**src/rtl/akumulator_bank.sv**
```systemverilog
// akumulator_bank: a bank of N_ACC independent DATA_W-bit accumulators.
//
// LOAD / ADD / SUB / CLR and NOP complete in one cycle. SHL / SHR / SAR
// shift the target channel one bit per clock. op_ready is low while a
// shift is in progress, and done pulses for one cycle after the final
// write of every accepted op. Each channel keeps its own C/Z/N/V flags.
//
// Ports:
//   clk, rst      clock and synchronous active-high reset
//   a             operand
//   op            000 NOP, 001 LOAD, 010 ADD, 011 SUB, 100 CLR,
//                 101 SHL, 110 SHR, 111 SAR
//   sel           target channel of op
//   shamt         shift amount for the shift ops
//   op_valid      request; accepted when op_valid & op_ready at an edge
//   op_ready      high while idle
//   done          one-cycle completion pulse
//   rd_sel        read channel
//   out, flag_*   value and flags of channel rd_sel (combinational)
module akumulator_bank #(
    parameter int DATA_W  = 8,
    parameter int N_ACC   = 4,
    parameter int SAT     = 0,
    parameter int SEL_W   = (N_ACC > 1) ? $clog2(N_ACC) : 1,
    parameter int SHAMT_W = (DATA_W > 1) ? $clog2(DATA_W) : 1
) (
    input  logic               clk,
    input  logic               rst,
    input  logic [DATA_W-1:0]  a,
    input  logic [2:0]         op,
    input  logic [SEL_W-1:0]   sel,
    input  logic [SHAMT_W-1:0] shamt,
    input  logic               op_valid,
    output logic               op_ready,
    output logic               done,
    input  logic [SEL_W-1:0]   rd_sel,
    output logic [DATA_W-1:0]  out,
    output logic               flag_c,
    output logic               flag_z,
    output logic               flag_n,
    output logic               flag_v
);

    localparam logic [2:0] OP_LOAD = 3'b001;
    localparam logic [2:0] OP_ADD  = 3'b010;
    localparam logic [2:0] OP_SUB  = 3'b011;
    localparam logic [2:0] OP_CLR  = 3'b100;
    localparam logic [2:0] OP_SHL  = 3'b101;
    localparam logic [2:0] OP_SHR  = 3'b110;
    localparam logic [2:0] OP_SAR  = 3'b111;

    localparam logic [DATA_W-1:0] SMAX = {1'b0, {(DATA_W-1){1'b1}}};
    localparam logic [DATA_W-1:0] SMIN = {1'b1, {(DATA_W-1){1'b0}}};
    localparam logic [SEL_W:0]    N_ACC_L = (SEL_W+1)'(N_ACC);

    typedef enum logic {IDLE = 1'b0, SHIFT = 1'b1} state_t;

    state_t              state_q, state_d;
    logic [DATA_W-1:0]   acc_q [N_ACC];
    logic [DATA_W-1:0]   acc_d [N_ACC];
    logic [N_ACC-1:0]    c_q, c_d, z_q, z_d, n_q, n_d, v_q, v_d;
    logic [2:0]          op_q, op_d;
    logic [SEL_W-1:0]    sel_q, sel_d;
    logic [SHAMT_W-1:0]  cnt_q, cnt_d;
    logic                done_q, done_d;

    logic                sel_ok, rd_ok;
    logic [DATA_W-1:0]   cur;
    logic [DATA_W:0]     sum_ext, diff_ext;
    logic                add_v, sub_v;
    logic [DATA_W-1:0]   sh_src, sh_val;
    logic [2:0]          sh_op;
    logic                sh_bit;

    // Indices beyond N_ACC only exist when N_ACC is not a power of two.
    assign sel_ok = ({1'b0, sel}    < N_ACC_L);
    assign rd_ok  = ({1'b0, rd_sel} < N_ACC_L);
    assign cur    = sel_ok ? acc_q[sel] : '0;

    assign sum_ext  = {1'b0, cur} + {1'b0, a};
    assign diff_ext = {1'b0, cur} - {1'b0, a};   // MSB is the borrow (a > cur)
    assign add_v = (cur[DATA_W-1] == a[DATA_W-1]) && (sum_ext[DATA_W-1]  != cur[DATA_W-1]);
    assign sub_v = (cur[DATA_W-1] != a[DATA_W-1]) && (diff_ext[DATA_W-1] != cur[DATA_W-1]);

    // The first bit-shift happens at the accept edge on the live inputs;
    // later ones use the latched op and channel.
    assign sh_op  = (state_q == SHIFT) ? op_q : op;
    assign sh_src = (state_q == SHIFT) ? acc_q[sel_q] : cur;

    always_comb begin
        sh_val = sh_src;
        sh_bit = 1'b0;
        case (sh_op)
            OP_SHL: begin
                sh_val = {sh_src[DATA_W-2:0], 1'b0};
                sh_bit = sh_src[DATA_W-1];
            end
            OP_SHR: begin
                sh_val = {1'b0, sh_src[DATA_W-1:1]};
                sh_bit = sh_src[0];
            end
            default: begin
                sh_val = {sh_src[DATA_W-1], sh_src[DATA_W-1:1]};
                sh_bit = sh_src[0];
            end
        endcase
    end

    logic                wr_acc, wr_flg, fc, fv;
    logic [SEL_W-1:0]    wr_ch;
    logic [DATA_W-1:0]   res;

    always_comb begin
        state_d = state_q;
        op_d    = op_q;
        sel_d   = sel_q;
        cnt_d   = cnt_q;
        done_d  = 1'b0;
        acc_d   = acc_q;
        c_d     = c_q;
        z_d     = z_q;
        n_d     = n_q;
        v_d     = v_q;
        wr_acc  = 1'b0;
        wr_flg  = 1'b0;
        wr_ch   = sel;
        res     = cur;
        fc      = 1'b0;
        fv      = 1'b0;

        if (state_q == IDLE) begin
            if (op_valid) begin
                done_d = 1'b1;
                if (sel_ok) begin
                    case (op)
                        OP_LOAD: begin
                            res    = a;
                            wr_acc = 1'b1;
                            wr_flg = 1'b1;
                        end
                        OP_ADD: begin
                            res    = ((SAT != 0) && add_v) ? (cur[DATA_W-1] ? SMIN : SMAX)
                                                           : sum_ext[DATA_W-1:0];
                            fc     = sum_ext[DATA_W];
                            fv     = add_v;
                            wr_acc = 1'b1;
                            wr_flg = 1'b1;
                        end
                        OP_SUB: begin
                            res    = ((SAT != 0) && sub_v) ? (cur[DATA_W-1] ? SMIN : SMAX)
                                                           : diff_ext[DATA_W-1:0];
                            fc     = diff_ext[DATA_W];
                            fv     = sub_v;
                            wr_acc = 1'b1;
                            wr_flg = 1'b1;
                        end
                        OP_CLR: begin
                            res    = '0;
                            wr_acc = 1'b1;
                            wr_flg = 1'b1;
                        end
                        OP_SHL, OP_SHR, OP_SAR: begin
                            if (shamt == '0) begin
                                // Value kept, flags refreshed with C = 0.
                                wr_flg = 1'b1;
                            end else begin
                                res    = sh_val;
                                wr_acc = 1'b1;
                                if (shamt == SHAMT_W'(1)) begin
                                    fc     = sh_bit;
                                    wr_flg = 1'b1;
                                end else begin
                                    state_d = SHIFT;
                                    op_d    = op;
                                    sel_d   = sel;
                                    cnt_d   = shamt - SHAMT_W'(1);
                                    done_d  = 1'b0;
                                end
                            end
                        end
                        default: ;
                    endcase
                end
            end
        end else begin
            // cnt_q holds the number of bit-shifts still to do.
            wr_ch  = sel_q;
            res    = sh_val;
            wr_acc = 1'b1;
            cnt_d  = cnt_q - SHAMT_W'(1);
            if (cnt_q == SHAMT_W'(1)) begin
                fc      = sh_bit;
                wr_flg  = 1'b1;
                state_d = IDLE;
                done_d  = 1'b1;
            end
        end

        if (wr_acc) begin
            acc_d[wr_ch] = res;
        end
        if (wr_flg) begin
            c_d[wr_ch] = fc;
            v_d[wr_ch] = fv;
            z_d[wr_ch] = (res == '0);
            n_d[wr_ch] = res[DATA_W-1];
        end
    end

    always_ff @(posedge clk) begin
        if (rst) begin
            state_q <= IDLE;
            for (int i = 0; i < N_ACC; i++) begin
                acc_q[i] <= '0;
            end
            c_q    <= '0;
            z_q    <= '0;
            n_q    <= '0;
            v_q    <= '0;
            op_q   <= '0;
            sel_q  <= '0;
            cnt_q  <= '0;
            done_q <= 1'b0;
        end else begin
            state_q <= state_d;
            acc_q   <= acc_d;
            c_q     <= c_d;
            z_q     <= z_d;
            n_q     <= n_d;
            v_q     <= v_d;
            op_q    <= op_d;
            sel_q   <= sel_d;
            cnt_q   <= cnt_d;
            done_q  <= done_d;
        end
    end

    assign op_ready = (state_q == IDLE);
    assign done     = done_q;
    assign out      = rd_ok ? acc_q[rd_sel] : '0;
    assign flag_c   = rd_ok & c_q[rd_sel];
    assign flag_z   = rd_ok & z_q[rd_sel];
    assign flag_n   = rd_ok & n_q[rd_sel];
    assign flag_v   = rd_ok & v_q[rd_sel];

endmodule
```
**config.mk**
```make
export PLATFORM = sky130hd
export DESIGN_NAME = akumulator_bank
export DESIGN_NICKNAME = d
export VERILOG_FILES = /design/src/rtl/akumulator_bank.sv
export SDC_FILE = /design/constraint.sdc
export NUM_CORES = 1
export LEC_CHECK = 0
export ABC_CLOCK_PERIOD_IN_PS = 3700
export CORE_ASPECT_RATIO = 0.8
export CORE_MARGIN = 5
export CORE_UTILIZATION = 55
export CTS_BUF_LIST = sky130_fd_sc_hd__clkbuf_8
export CTS_CLUSTER_SIZE = 24
export DETAILED_ROUTE_END_ITERATION = 8
export PLACE_DENSITY = 0.81
export SYNTH_ARGS = -nofsm -noshare
export SYNTH_HDL_FRONTEND = slang
export SYNTH_SLANG_ARGS = --single-unit
```
**constraint.sdc**
```tcl
create_clock -name clk -period 3.7 [get_ports clk]
set_input_delay 0.74 -clock clk [delete_from_list [all_inputs] [get_ports clk]]
set_output_delay 0.74 -clock clk [all_outputs]
set_load 0.1 [all_outputs]
```
Word level (Yosys, flattened, before mapping)
Index checks and enable logic that the tools add are counted.
Cells by class
  add/sub/neg operators: 4
  $mul: 0
  divide/modulo/power cells: 0
  magnitude comparators: 8
  equal/unequal tests: 17
  shift operators: 0
  mux-type cells: 68
  bitwise logic cells: 7
  reductions and logical operators: 12
Operator list (count)
  two-way mux 8 bit: 11
  binary-select mux 8 bit (select 2 bit): 3
  case mux 8 bit (5 select lines): 1
  bitwise mux 32 bit: 1
  two-way mux 1 bit: 30
  == test 3 bit, second input constant: 6
  two-way mux 3 bit: 6
  bitwise mux 4 bit: 4
  demux 8 bit (select 2 bit): 1
  case mux 8 bit (2 select lines): 1
  greater-or-equal comparator 3 bit, second input constant: 4
  NOT 2 -> 3 bit: 4
  adder 8 x 8 -> 9 bit: 1
  == test 3 x 1 -> 1 bit, second input constant: 3
  subtractor 8 x 8 -> 9 bit: 1
  binary-select mux 1 bit (select 2 bit): 4
  logical NOT 8 bit: 1
  == test 3 x 2 -> 1 bit, second input constant: 2
  < comparator 2 x 3 -> 1 bit, second input constant: 2
  case mux 1 bit (2 select lines): 3
  subtractor 3 x 1 -> 3 bit, second input constant: 2
  AND reduction 5 bit: 1
  logical AND 1 bit: 4
  inequality test 2 bit, second input constant: 2
  13 further kinds: 18
Word-level totals
  flip-flop bits (word level): 58
  bits in latches: 0
  memory bits (writable): 0
  ROM bits: 0
  input port bits: 21
  output and inout bits: 14
  logic and storage cells: 129
  memories kept: 0

Logic depth before layout (Yosys ltp)
  depth after elaboration: 12
  gate-level depth with buffers: 14
  gate-level depth less buffers: 12

Worst setup path after synthesis
No wires, ideal clock.
  path kind: in2reg
  start point: input port sel[0]
  end point: register z_q[1]
  setup time: 130 ps
  arrival: 3496 ps
  required time: 3570 ps
  path slack: 74 ps
  stages on the path: 12
  path buffers: 2
  cell sequence: buf_6 buf_8 mux4_2 ha_1 fa_1 nor2b_1 or3_1 a311o_1 o221ai_1 and3_1 nand4bb_1 o32ai_1
On the way
  cells in the longest elaborated chain, start to end: 12
  elaborated cells on any way between the ends: 20
  classes of those cells: add/sub: 2; order compare: 2; mux: 13; bitwise: 1; reduce/logical: 2
Ends and longest elaborated chain
  start: declaration: RTL line 31  | input logic [SEL_W-1:0] sel,
  branches (longest 11 deep; another with subtractor 8 x 8 -> 9 bit)
  bitwise mux 4 bit (*): RTL line 205  | z_d[wr_ch] = (res == '0);
  end signal: assignment: RTL line 228  | z_q <= z_d;
  end: declaration: RTL line 61  | logic [N_ACC-1:0] c_q, c_d, z_q, z_d, n_q, n_d, v_q, v_d;
Every way passes the cells marked *. The select of a mux whose other input is x is not followed.
A chain may end at the register's enable or synchronous reset.

Worst setup path after layout
  start point: input port sel[1]
  end point: register z_q[1]
The elaborated chain is that of the path after synthesis.

==> results.md <==
* Finished Core Util at 0.711
* Pin count of the biggest net entering global routing at 41
* Dpl ws at -515 ps
* Arr. time, crit path at 3860 ps
* Commonest non-fill, non-tap cell in the layout: nor2_1
* Final worst slack at 79.3 ps
* Hold Vio Cnt, Final at 0
* Core area at 8020 sq um
* CTS Buffer Depth at 2
* Routed WL at 13.4 mm
* Primary FF master, synth: dfxtp_1
* DIE AREA at 10200 sq um
* GP Congestion at 0.927
* Most frequent cells in the layout: 76 x nor2_1, 59 x buf_4, 58 x dfxtp_1
* Worst-path clk slew at 70 ps
* Status: completed
* P_leak at 2.20 nW
* Period minus WS final at 3620 ps
* H-tree Lvls at 3
* Register bit total from synthesis at 58
* Area share of the largest cell type after synthesis at 0.255
* Worst slew pin tran at 970 ps
* # fillers at 593
* GRT Overall Usage at 0.258
* Area of the multi-input gates at 3250 sq um
* Vias at 4635
* CP endpoint kind: flip-flop
* Initial DRC Count at 503
* # hold bufs at CTS at 0
* Register area at 1160 sq um
* Num ports at 35
* Hold crit path type: reg -> reg
* Initial antenna violation count at 0
* Asr flop ratio synth at 0
* Final ANT Viol Nets at 0
* Die Span Y at 91.4 um
* Crit Path Class: in -> reg
* Slew Limit Fails at 0
* Die width at 112 um
* Num CTS Buffers at 9
* Worst Setup Start Kind: input pin
* Vias in the first global route at 4460
* Cells after Synth at 530
* Wirelength per Cell at 18.7 um
* DP HPWL at 10.3 mm
* Cell Pwr Density at 329 nW/um^2
* Worst Path Max Fanout at 5
* Max-cap violations at 0
* Final worst path period share at 0.979
* Reg-to-reg setup timing slack at 610 ps
* Synth top area cells: dfxtp_1 25%, mux4_2 10%, mux2i_1 6.8%
* Tot Pwr at 1.87 mW
* TritonCTS clock tree: yes
* Nets at 647
* Fraction of layout cells with a size suffix above 1 at 0.221
* Sink count of the clock tree at 58
* Post-synth EDFFs at 0
* Worst VDD drop at 0.296 mV
* Post-synth cell types at 62
* DRC errors left at 0
* Total gr overflow at 0
* Yosys top cell by area: dfxtp_1
* Data required, critical path at 3940 ps
* Yosys warning total at 0
* Mapped cell area at 4560 sq um
* Root buffer cell: clkbuf_8
* Area delta synth->final at 25.1%
* Port Buffers at 34
* First-pass iteration count of the detailed router at 7
* Starting Density at 0.569
* Total negative slack at 0 ps
* Post-synthesis sequential area ratio at 0.255
* Post-Syn Nets at 576
* Max-slew headroom at the worst pin at 0.351
* Synthesized area per cell at 8.60 sq um
* Antenna Cells at 0
* Clk Latency, worst-skew pair at 340 ps
* Final setup fails at 0
* Fmax achieved at 276 MHz
* Worst Skew at 6.85 ps
* Via-to-Cell Ratio at 6.49
* Global-route wire length before repair at 21.8 mm
* Num rows at 29
Yosys cell counts (4+ instances only):
library cell / count
and3_1: 4
a21o_1: 7
nand3_1: 12
buf_1: 6
clkbuf_1: 20
nand2_1: 25
nor2_1: 77
a211oi_1: 38
nor3_1: 14
o22a_1: 4
o21ai_0: 15
or2_2: 6
ha_1: 23
o21ai_1: 6
o31ai_1: 8
nand4_1: 5
o22ai_1: 6
nand3b_1: 11
nand2b_1: 7
and2_1: 7
mux4_2: 21
o21a_1: 4
or3_1: 4
xnor2_1: 4
mux2i_1: 31
inv_1: 22
o211ai_1: 5
nor2b_1: 8
buf_2: 5
dfxtp_1: 58
a31oi_1: 5
a21oi_1: 14
cells by family (layout without fill, tap and decap cells):
| kind of cell | Yosys count | after routing | share of synthesized area |
|---|---|---|---|
| XOR/XNOR | 7 | 7 | 0.0134 |
| buffers and inverters | 55 | 131 | 0.0508 |
| adder cells (fa/ha/maj) | 25 | 25 | 0.0719 |
| AND/OR/NAND/NOR | 190 | 190 | 0.205 |
| flip-flops | 58 | 58 | 0.255 |
| AO/OA/AOI/OAI | 142 | 142 | 0.230 |
| multiplexers | 53 | 53 | 0.174 |
per-layer routing:
metal | vias to the layer above | track usage | share of wire
met4 | 0 | 0.100 | 0.031
met2 | 242 | 0.421 | 0.47
met3 | 44 | 0.0605 | 0.078
met1 | 2217 | 0.333 | 0.42
met5 | - | 0 | 0
li1 | 2132 | - | -
metrics by stage:
| step | cell area [sq um] | instances | hold slack [ps] |
|---|---|---|---|
| 5_1_grt | 5700 | 714 | 505 |
| 2_1_floorplan | 4560 | 530 | 435 |
| 6_report | 5700 | 714 | 484 |
| 4_1_cts | 5690 | 714 | 479 |
| 3_3_place_gp | 5430 | 697 | 447 |
| 3_5_place_dp | 5430 | 697 | 470 |
final timing paths:
path,start,endpoint,cells after the start
setup / recovery,sel[1],z_q[1],13
hold / removal,cnt_q[2],cnt_q[2],2
setup reg to reg,acc_q[8],z_q[1],10
hold reg to reg,cnt_q[2],cnt_q[2],2
layout make-up:
type                       count  share of cell area
sequential                    58               0.204
tap                          108              0.0237
inverter                      22              0.0145
timing repair buffer          93               0.158
multi-input combinational    417               0.571
clock inverter                 6             0.00592
clock buffer                  10              0.0241
power breakdown:
group / total [mW] / internal, mW / leakage, nW / switching (mW)
logic: 0.659 / 0.287 / 1.63 / 0.372
registers: 0.691 / 0.658 / 0.472 / 0.0321
clock network: 0.524 / 0.255 / 0.0892 / 0.269
sequential cells by signal, indices dropped and copies added (netlist names):
register,count
sel_q,2
n_q,4
state_q,1
cnt_q,3
v_q,4
z_q,4
done,1
acc_q,32
c_q,4
op_q,3
critical path, stage by stage:
cell and delay [ps]:
clkdlybuf4s50_1 560, buf_4 180, mux4_2 360, buf_4 180
ha_1 310, nor2_1 150, a221oi_2 90, a311o_1 370
a22oi_1 220, o2111a_1 300, buf_4 150, nand4_1 90
o32ai_1 140
repair_timing:
action,4_1_cts,5_1_grt
endpoints found under the setup margin,27,5
buffers inserted,1,0
pin swaps,3,1
gates resized for setup,16,1
(Power assumes the default switching activity.)
